==> src/rtl/i2c_pkg.sv <==
// rtl/i2c_pkg.sv - shared command, state and timeout constants for the I2C transfer controller
package i2c_pkg;

  localparam int TIMEOUT_CYC_DEF = 1024;

  // byte-engine command opcodes
  localparam logic [2:0] OP_START  = 3'd0;
  localparam logic [2:0] OP_RSTART = 3'd1;
  localparam logic [2:0] OP_WR     = 3'd2;
  localparam logic [2:0] OP_RD     = 3'd3;
  localparam logic [2:0] OP_STOP   = 3'd4;

  // sequencer states
  localparam logic [3:0] ST_IDLE   = 4'd0;
  localparam logic [3:0] ST_START  = 4'd1;
  localparam logic [3:0] ST_DEV_W  = 4'd2;
  localparam logic [3:0] ST_REG    = 4'd3;
  localparam logic [3:0] ST_DATA_W = 4'd4;
  localparam logic [3:0] ST_RSTART = 4'd5;
  localparam logic [3:0] ST_DEV_R  = 4'd6;
  localparam logic [3:0] ST_DATA_R = 4'd7;
  localparam logic [3:0] ST_STOP   = 4'd8;
  localparam logic [3:0] ST_RESP   = 4'd9;

  // each command state is split into an issue phase and a wait-for-done phase
  localparam logic PH_ISSUE = 1'b0;
  localparam logic PH_WAIT  = 1'b1;

  // successor of a command state once the engine reports completion
  function automatic logic [3:0] next_state(input logic [3:0] st, input logic rw);
    case (st)
      ST_START:  next_state = ST_DEV_W;
      ST_DEV_W:  next_state = ST_REG;
      ST_REG:    next_state = rw ? ST_RSTART : ST_DATA_W;
      ST_DATA_W: next_state = ST_STOP;
      ST_RSTART: next_state = ST_DEV_R;
      ST_DEV_R:  next_state = ST_DATA_R;
      ST_DATA_R: next_state = ST_STOP;
      ST_STOP:   next_state = ST_RESP;
      default:   next_state = ST_IDLE;
    endcase
  endfunction

  // states whose command is a byte write and can therefore be NACKed
  function automatic logic is_wr_state(input logic [3:0] st);
    is_wr_state = (st == ST_DEV_W) || (st == ST_REG) || (st == ST_DATA_W) || (st == ST_DEV_R);
  endfunction

endpackage

==> src/rtl/i2c_timeout_cnt.sv <==
// rtl/i2c_timeout_cnt.sv - 16-bit wait counter flagging an engine that never completes
module i2c_timeout_cnt #(
  parameter int LIMIT = 1024
) (
  input  logic clk,
  input  logic rst,
  input  logic clear,
  input  logic en,
  output logic expired
);

  localparam logic [15:0] LAST = 16'(LIMIT - 1);

  logic [15:0] cnt;

  // count cycles spent waiting; restarts whenever a new command is handed over
  always_ff @(posedge clk or posedge rst) begin
    if (rst) begin
      cnt <= 16'd0;
    end else if (clear) begin
      cnt <= 16'd0;
    end else if (en) begin
      cnt <= cnt + 16'd1;
    end
  end

  // expires on the LIMIT-th wait cycle so the sequencer leaves on that edge
  assign expired = en && (cnt == LAST);

endmodule

==> src/rtl/i2c_xfer_ctrl.sv <==
// rtl/i2c_xfer_ctrl.sv - sequences single-register I2C reads/writes into byte-engine commands
module i2c_xfer_ctrl
  import i2c_pkg::*;
#(
  parameter int TIMEOUT_CYC = TIMEOUT_CYC_DEF
) (
  input  logic       clk,
  input  logic       rst,
  input  logic       req_valid,
  output logic       req_ready,
  input  logic       req_rw,
  input  logic [6:0] req_dev,
  input  logic [7:0] req_reg,
  input  logic [7:0] req_wdata,
  output logic       rsp_valid,
  output logic [7:0] rsp_rdata,
  output logic       rsp_err,
  output logic       cmd_valid,
  input  logic       cmd_ready,
  output logic [2:0] cmd_op,
  output logic [7:0] cmd_data,
  output logic       cmd_nack,
  input  logic       done_valid,
  input  logic [7:0] done_data,
  input  logic       done_nack,
  output logic       busy
);

  logic [3:0] state;
  logic       phase;
  logic       armed;
  logic       rw_q;
  logic [6:0] dev_q;
  logic [7:0] reg_q;
  logic [7:0] wdata_q;
  logic       err_q;
  logic [7:0] rdata_q;
  logic       expired;
  logic       in_wait;

  assign in_wait = (phase == PH_WAIT);

  i2c_timeout_cnt #(.LIMIT(TIMEOUT_CYC)) u_timeout (
    .clk     (clk),
    .rst     (rst),
    .clear   (cmd_valid && cmd_ready),
    .en      (in_wait),
    .expired (expired)
  );

  // armed keeps req_ready low while reset is held and for the reset cycle itself
  assign req_ready = armed && (state == ST_IDLE);
  assign busy      = (state != ST_IDLE);
  assign rsp_valid = (state == ST_RESP);
  assign rsp_err   = rsp_valid && err_q;
  assign rsp_rdata = rdata_q;

  // command presented to the byte engine, held constant for the whole issue phase
  always_comb begin
    cmd_valid = 1'b0;
    cmd_op    = 3'd0;
    cmd_data  = 8'd0;
    cmd_nack  = 1'b0;
    if (phase == PH_ISSUE) begin
      case (state)
        ST_START:  begin cmd_valid = 1'b1; cmd_op = OP_START; end
        ST_DEV_W:  begin cmd_valid = 1'b1; cmd_op = OP_WR; cmd_data = {dev_q, 1'b0}; end
        ST_REG:    begin cmd_valid = 1'b1; cmd_op = OP_WR; cmd_data = reg_q; end
        ST_DATA_W: begin cmd_valid = 1'b1; cmd_op = OP_WR; cmd_data = wdata_q; end
        ST_RSTART: begin cmd_valid = 1'b1; cmd_op = OP_RSTART; end
        ST_DEV_R:  begin cmd_valid = 1'b1; cmd_op = OP_WR; cmd_data = {dev_q, 1'b1}; end
        ST_DATA_R: begin cmd_valid = 1'b1; cmd_op = OP_RD; cmd_nack = 1'b1; end
        ST_STOP:   begin cmd_valid = 1'b1; cmd_op = OP_STOP; end
        default:   cmd_valid = 1'b0;
      endcase
    end
  end

  // sequencer: accept, walk the command list, divert to STOP on NACK/timeout, respond
  always_ff @(posedge clk or posedge rst) begin
    if (rst) begin
      state   <= ST_IDLE;
      phase   <= PH_ISSUE;
      armed   <= 1'b0;
      rw_q    <= 1'b0;
      dev_q   <= 7'd0;
      reg_q   <= 8'd0;
      wdata_q <= 8'd0;
      err_q   <= 1'b0;
      rdata_q <= 8'd0;
    end else begin
      armed <= 1'b1;
      if (state == ST_IDLE) begin
        if (req_valid && req_ready) begin
          rw_q    <= req_rw;
          dev_q   <= req_dev;
          reg_q   <= req_reg;
          wdata_q <= req_wdata;
          err_q   <= 1'b0;
          state   <= ST_START;
          phase   <= PH_ISSUE;
        end
      end else if (state == ST_RESP) begin
        state <= ST_IDLE;
        phase <= PH_ISSUE;
      end else if (phase == PH_ISSUE) begin
        if (cmd_valid && cmd_ready) begin
          phase <= PH_WAIT;
        end
      end else if (done_valid) begin
        // completion takes priority over a timeout landing in the same cycle
        phase <= PH_ISSUE;
        if (state == ST_DATA_R) begin
          rdata_q <= done_data;
        end
        if (is_wr_state(state) && done_nack) begin
          err_q <= 1'b1;
          state <= ST_STOP;
        end else begin
          state <= next_state(state, rw_q);
        end
      end else if (expired) begin
        err_q <= 1'b1;
        phase <= PH_ISSUE;
        state <= (state == ST_STOP) ? ST_RESP : ST_STOP;
      end
    end
  end

endmodule

==> config.mk <==
export PLATFORM = sky130hd
export DESIGN_NAME = i2c_xfer_ctrl
export DESIGN_NICKNAME = d
export VERILOG_FILES = /design/src/rtl/i2c_pkg.sv /design/src/rtl/i2c_timeout_cnt.sv /design/src/rtl/i2c_xfer_ctrl.sv
export SDC_FILE = /design/constraint.sdc
export NUM_CORES = 1
export LEC_CHECK = 0
export ABC_AREA = 1
export ABC_CLOCK_PERIOD_IN_PS = 2100
export BUFFER_PORTS_ARGS = -buffer_cell sky130_fd_sc_hd__buf_2
export CORE_ASPECT_RATIO = 0.7
export CORE_MARGIN = 2
export CORE_UTILIZATION = 55
export DETAILED_ROUTE_END_ITERATION = 8
export PLACE_DENSITY_LB_ADDON = 0.2
export SYNTH_ARGS = -nofsm -noshare
export SYNTH_HDL_FRONTEND = slang
export SYNTH_HIERARCHICAL = 1
export SYNTH_SLANG_ARGS = --single-unit
==> constraint.sdc <==
create_clock -name clk -period 2.1 [get_ports clk]
set_input_delay 0.105 -clock clk [delete_from_list [all_inputs] [get_ports clk]]
set_output_delay 0.105 -clock clk [all_outputs]
set_load 0.02 [all_outputs]
**Yosys cells after proc, flatten, opt, wreduce, memory -nomap -nowiden**

Index checks and enable logic that the tools add are counted.

- Bits of input ports: 38
- Flip-flop bits (word level): 55
- Logic and storage cells: 82

- Reductions and logical operators: 23
- Muxes and demuxes: 33
- Add/subtract/negate cells: 1
- Equal/unequal tests: 13
- Bitwise gates (word level): 2

Operators by type and width:

| cell | number |
|---|---|
| two-way mux 16 bit | 2 |
| one-hot mux 8 bit (4 select lines) | 1 |
| two-way mux 4 bit | 7 |
| one-hot mux 4 bit (7 select lines) | 1 |
| two-way mux 1 bit | 19 |
| adder 16 x 1 -> 16 bit, second input constant | 1 |
| equality test 16 x 10 -> 1 bit, second input constant | 1 |
| equality test 4 x 3 -> 1 bit, second input constant | 4 |
| one-hot mux 3 bit (4 select lines) | 1 |
| AND reduction 5 bit | 2 |
| equality test 4 x 2 -> 1 bit, second input constant | 2 |
| equality test 4 bit, second input constant | 2 |
| two-way mux 8 bit | 1 |
| nonzero test 4 bit | 2 |
| OR reduction 8 bit | 1 |
| logical AND 1 bit | 6 |
| nonzero test 3 bit | 2 |
| equality test 4 x 1 -> 1 bit, second input constant | 1 |
| logical NOT 4 bit | 1 |
| inequality test 2 x 1 -> 1 bit, second input constant | 2 |
| nonzero test 2 bit | 2 |
| OR reduction 4 bit | 1 |
| logical OR 1 bit | 3 |
| two-way mux 3 bit | 1 |
| other kinds (5) | 6 |

**Logic depth before layout (Yosys ltp)**

- Depth after elaboration: 10
- Mapped depth: 15
- Depth with buffers taken out: 14

**Modules after synthesis**

Netlist, hierarchy kept.

By module, submodules not included:

| module | times used | area an instance (µm²) | seq. area each (µm²) | cells an instance |
|---|---|---|---|---|
| i2c_xfer_ctrl | 1 | 2068.2 | 975.9 | 267 |
| i2c_timeout_cnt | 1 | 969.7 | 400.4 | 133 |

**Worst setup path before layout**

No wires, ideal clock.

- Path type: reg-to-reg
- Start: reg phase, in the netlist in_wait
- End: reg u_timeout.cnt[6]
- Path buffers: 2
- Arrival time: 2.028 ns
- Cell stages (with the launch flop): 14
- Path slack: -0.048 ns
- Cells stage by stage: dfrtp_1 buf_2 inv_2 buf_2 nand2_1 nor2_1 nand2_1 inv_2 inv_2 nand2_4 nand2_4 nor2_4 nand2_1 and3_2

- Cells in the longest elaborated chain, start to end: 3
- Elaborated cells between the ends (all ways): 4

Ends and longest elaborated chain:

| element | line | RTL |
|---|---|---|
| start, declared | i2c_xfer_ctrl.sv:30 | `logic phase;` |
| start signal, assigned | i2c_xfer_ctrl.sv:83 | `phase <= PH_ISSUE;` |
| start signal, assigned | i2c_xfer_ctrl.sv:101 | `phase <= PH_ISSUE;` |
| start signal, assigned | i2c_xfer_ctrl.sv:105 | `phase <= PH_ISSUE;` |
| two-way mux 1 bit (*) | i2c_xfer_ctrl.sv:64 | `if (phase == PH_ISSUE) begin` |
| via cmd_valid | i2c_xfer_ctrl.sv:18 | `output logic cmd_valid,` |
| logical AND 1 bit (*) | i2c_xfer_ctrl.sv:46 | `.clear (cmd_valid && cmd_ready),` |
| two-way mux 16 bit or nonzero test 2 bit (tied branches) | - |  |
| end signal, assigned | i2c_timeout_cnt.sv:23 | `cnt <= cnt + 16'd1;` |
| end, declared | i2c_timeout_cnt.sv:14 | `logic [15:0] cnt;` |

The timed path passes the listed nets; every way through them passes the cells marked *.
A chain may end at the register's enable or synchronous reset.

**Worst setup path in the final report**

- Start: reg state[3]
- End: out cmd_data[3]

- Cells in the longest elaborated chain, start to end: 3
- Elaborated cells between the ends (all ways): 6

Ends and longest elaborated chain:

| element | line | RTL |
|---|---|---|
| start, declared | i2c_xfer_ctrl.sv:29 | `logic [3:0] state;` |
| start signal, assigned | i2c_xfer_ctrl.sv:120 | `state <= next_state(state, rw_q);` |
| start signal, assigned | i2c_xfer_ctrl.sv:125 | `state <= (state == ST_STOP) ? ST_RESP : ST_STOP;` |
| equality test 4 x 3 -> 1 bit or equality test 4 x 2 -> 1 bit (tied branches) | i2c_xfer_ctrl.sv:65 | `case (state)` |
| one-hot mux 8 bit (4 select lines) (*) | i2c_xfer_ctrl.sv:65 |  |
| two-way mux 8 bit (*) | i2c_xfer_ctrl.sv:64 |  |
| end, declared | i2c_xfer_ctrl.sv:21 | `output logic [7:0] cmd_data,` |

Mark *: on every way between the ends. The rest lies on a longest branch, timed or not.

==> summary.md <==
| Metric | Value |
|---|---|
| Proportion of synthesized area in mux cells | 0% |
| Maximum clock frequency | 523.1 MHz |
| Type of the setup path with the least slack | register to output port |
| Number of placed I/O pins | 63 |
| Critical Path Start Type | register |
| Global Route Usage Sum | 26.44% |
| Crit-path slowest cell | sky130_fd_sc_hd__dfrtp_1 |
| CTS tree | yes |
| Number of buffers inserted during clock tree synthesis | 5 |
| Share of flip-flops with an asynchronous set or reset after synthesis | 100.0% |
| Clock transition at the registers of the reported paths | 0.09 ns |
| CORE AREA | 5285 µm² |
| Area fraction of the dominant cell type after synthesis | 45.30% |
| Most frequent cells in the layout | 132 x sky130_fd_sc_hd__nand2_1, 62 x sky130_fd_sc_hd__buf_2, 55 x sky130_fd_sc_hd__dfrtp_1, 53 x sky130_fd_sc_hd__inv_1, 31 x sky130_fd_sc_hd__nor2_1 |
| End-of-flow core utilization | 69.65% |
| Number of standard cells after synthesis | 400 |
| Number of levels in the clock H-tree | 2 |
| Net switching share of the total power | 44.25% |
| Internal reg-to-reg setup slack | 0.22 ns |
| Hold Violations, Final | 0 |
| Adder-cell share of the synthesized area | 0.4119% |
| Switching power total | 1.750 mW |
| Final-layout worst hold slack | 0.01108 ns |
| Wire length of the first global-routing pass | 12550 µm |
| Mean post-synth cell area | 7.595 µm² |
| Final clock period utilization by the worst path | 91.03% |
| Crit path arrival time | 1.81 ns |
| Maximum fanout along the worst path | 6 |
| Net count after synthesis | 439 |
| Setup Buffers After CTS | 0 |
| Number of clock sinks | 55 |
| Number of antenna violations at the first check in global routing | 0 |
| Slew at the pin closest to its max-slew limit | 0.6151 ns |
| Comb pwr share | 44.7% |
| Static Leak | 2.027 nW |
| Largest net degree at the start of global routing | 40 |
| Number of nets in the layout | 521 |
| Netlist Area Pre-Place | 3038 µm² |
| Crit path required time | 2.00 ns |
| Starting utilization of the core area | 57.48% |
| Setup-failing EPs final | 0 |
| Vias after detailed routing | 2864 |
| Max-cap violations | 0 |
| Seq pwr share | 40.5% |
| Share of total power in the clock network | 14.8% |
| HPWL after detailed placement | 5397 µm |
| XOR/XNOR share of the synthesized area | 0.2883% |
| YS warnings | 6 |
| Remaining Overflow, GRT | 0 |
| X dimension of the die | 92.83 µm |
| First drt pass iteration count | 5 |
| Worst Hold Class | input port to register |
| Die Y-Extent | 66.18 µm |
| GPL Wtd Cong | 0.9447 |
| Number of flip-flops and latches in the synthesized netlist | 55 |
| CTS Root Cell | sky130_fd_sc_hd__clkbuf_8 |
| Top cell by count, worst path | sky130_fd_sc_hd__nand2_1 |
| Remaining antenna violation count | 0 |
| Leading post-synthesis cells by cell area | sky130_fd_sc_hd__dfrtp_1 45%, sky130_fd_sc_hd__nand2_1 16%, sky130_fd_sc_hd__inv_1 6.5% |
| Total Routed Length | 7457 µm |
| Count of unresolved DRC violations after routing | 0 |
| Most used flip-flop cell after synthesis | sky130_fd_sc_hd__dfrtp_1 |
| Iteration-0 DRC Markers | 186 |
| Leading cell type in the layout, fill and taps excluded | sky130_fd_sc_hd__nand2_1 |
| Pins Over Slew Limit | 0 |
| Crit path time final | 1.912 ns |
| Buffers from clock root to sink, at most | 2 |
| Worst clock skew | 0.009701 ns |
| Cell taking the most area after synthesis | sky130_fd_sc_hd__dfrtp_1 |
| Area growth syn-to-layout | 21.17% |
| Routed length per instance | 13.46 µm |
| Area of the die | 6143 µm² |
| Worst slew margin relative to its limit | 58.95% |
| Diodes inserted | 0 |
| Largest family of logic cells by synthesized area | simple AND/OR/NAND/NOR gates |
| Count of flip-flops with a built-in enable after synthesis | 0 |
| Synthesized-area fraction occupied by and/or/nand/nor cells | 33.61% |
| Clock latency on the worst-skew pair | 0.31 ns |
| Via density per instance | 5.170 |
| Series of cell instances along the critical path | nor2_4 > nand2_1 > inv_2 > nand2_1 > o211ai_1 > nand2_1 > inv_1 > buf_2 |
| Power Internal | 2.205 mW |
| Maximum vdd drop | 0.7208 mV |
| Fraction of layout instances using a drive strength above 1 | 25.10% |
| Sequential share of the synthesized area | 45.30% |
| Std-Cell Rows | 22 |
| CP peak stage delay | 0.48 ns |
| Endpoint class of the critical path | output port |
| Post-synthesis cell type count | 33 |
| Total power divided by cell area | 1075 nW/µm² |
| Compound-cell area share of the yosys netlist | 10.26% |
| Number of global-route vias before repair | 2693 |
| Result of the run | finished, final reports clean |
| Count of port buffers added during placement | 62 |
## synthesized netlist by cell type, drive strengths merged (3+ instances only)
library cell,instances
o221ai,5
a21oi,12
nor3,8
o211ai,3
inv,64
nand2,146
buf,6
nand4,4
o21ai,28
dfrtp,55
nor2,40
nand3,18
## final timing paths
path / start / to / cells past startpoint
min in group asynchronous: rst / u_timeout/cnt[4] / 3
max in group asynchronous: rst / u_timeout/cnt[10] / 3
setup / recovery: state[3] / cmd_data[3] / 8
hold / removal: req_dev[5] / dev_q[5] / 3
setup reg to reg: state[1] / u_timeout/cnt[6] / 11
hold reg to reg: reg_q[0] / reg_q[0] / 2
## what timing repair did
action	4_1_cts	5_1_grt
hold buffers	15	0
setup endpoints to repair	0	1
hold endpoints to repair	69	0
gates resized for setup	0	2
## stage by stage
step | setup WS (ns) | power [mW] | TNS [ns] | std cells | instance area (µm²)
global placement | 0.3252 | 3.277 | 0 | 532 | 3437
finish | 0.1883 | 3.956 | 0 | 554 | 3681
detailed placement | 0.2758 | 3.331 | 0 | 532 | 3437
global route | -0.0007814 | 4.241 | -0.0007814 | 554 | 3681
CTS | 0.1329 | 3.944 | 0 | 554 | 3674
floorplan | 0.05643 | 2.849 | 0 | 400 | 3040
## power by group through the flow
stage | registers [mW] | clock network [mW] | logic, mW
4_1_cts | 1.60 | 0.601 | 1.75
2_1_floorplan | 1.60 | 0 | 1.25
3_3_place_gp | 1.60 | 0 | 1.68
5_1_grt | 1.65 | 0.641 | 1.95
6_report | 1.60 | 0.585 | 1.77
3_5_place_dp | 1.62 | 0 | 1.71
## layout make-up
type                            count  area, µm²
Clock buffer                        5      68.82
Clock inverter                      2      17.52
Fill cell                         447       1604
Inverter                           64      242.7
Multi-Input combinational cell    273       1368
Sequential cell                    55       1376
Tap cell                           72      90.09
Timing Repair Buffer               83      518.0
## sequential cells by signal (all words and copies together) (netlist names)
signal / cells
armed: 1
dev_q: 7
err_q: 1
in_wait: 1
reg_q: 8
rsp_rdata: 8
rw_q: 1
state: 4
u_timeout/cnt: 16
wdata_q: 8
## worst max-delay path, delay by kind of cell, from the launching register on
| kind | cells | cell delay [ns] |
|---|---|---|
| DFF | 1 | 0.48 |
| buffers and inverters | 3 | 0.37 |
| AOI/OAI and AO/OA | 1 | 0.09 |
| and+or+nand+nor | 4 | 0.56 |
## logic make-up after synthesis
| logic type | after synthesis |
|---|---|
| buffers and inverters | 72 |
| AO/OA/AOI/OAI | 50 |
| AND/OR/NAND/NOR | 220 |
| other | 1 |
| adder cells (fa/ha/maj) | 1 |
| XOR/XNOR | 1 |
| flip-flops | 55 |
## per-layer routing
layer  GRT usage (%)  routed length (µm)
met1           38.34                3578
met2           40.76                3244
met3           5.131                 549
met4           7.537                  84
met5               0                   0
Power figures use the tool's default switching activity.
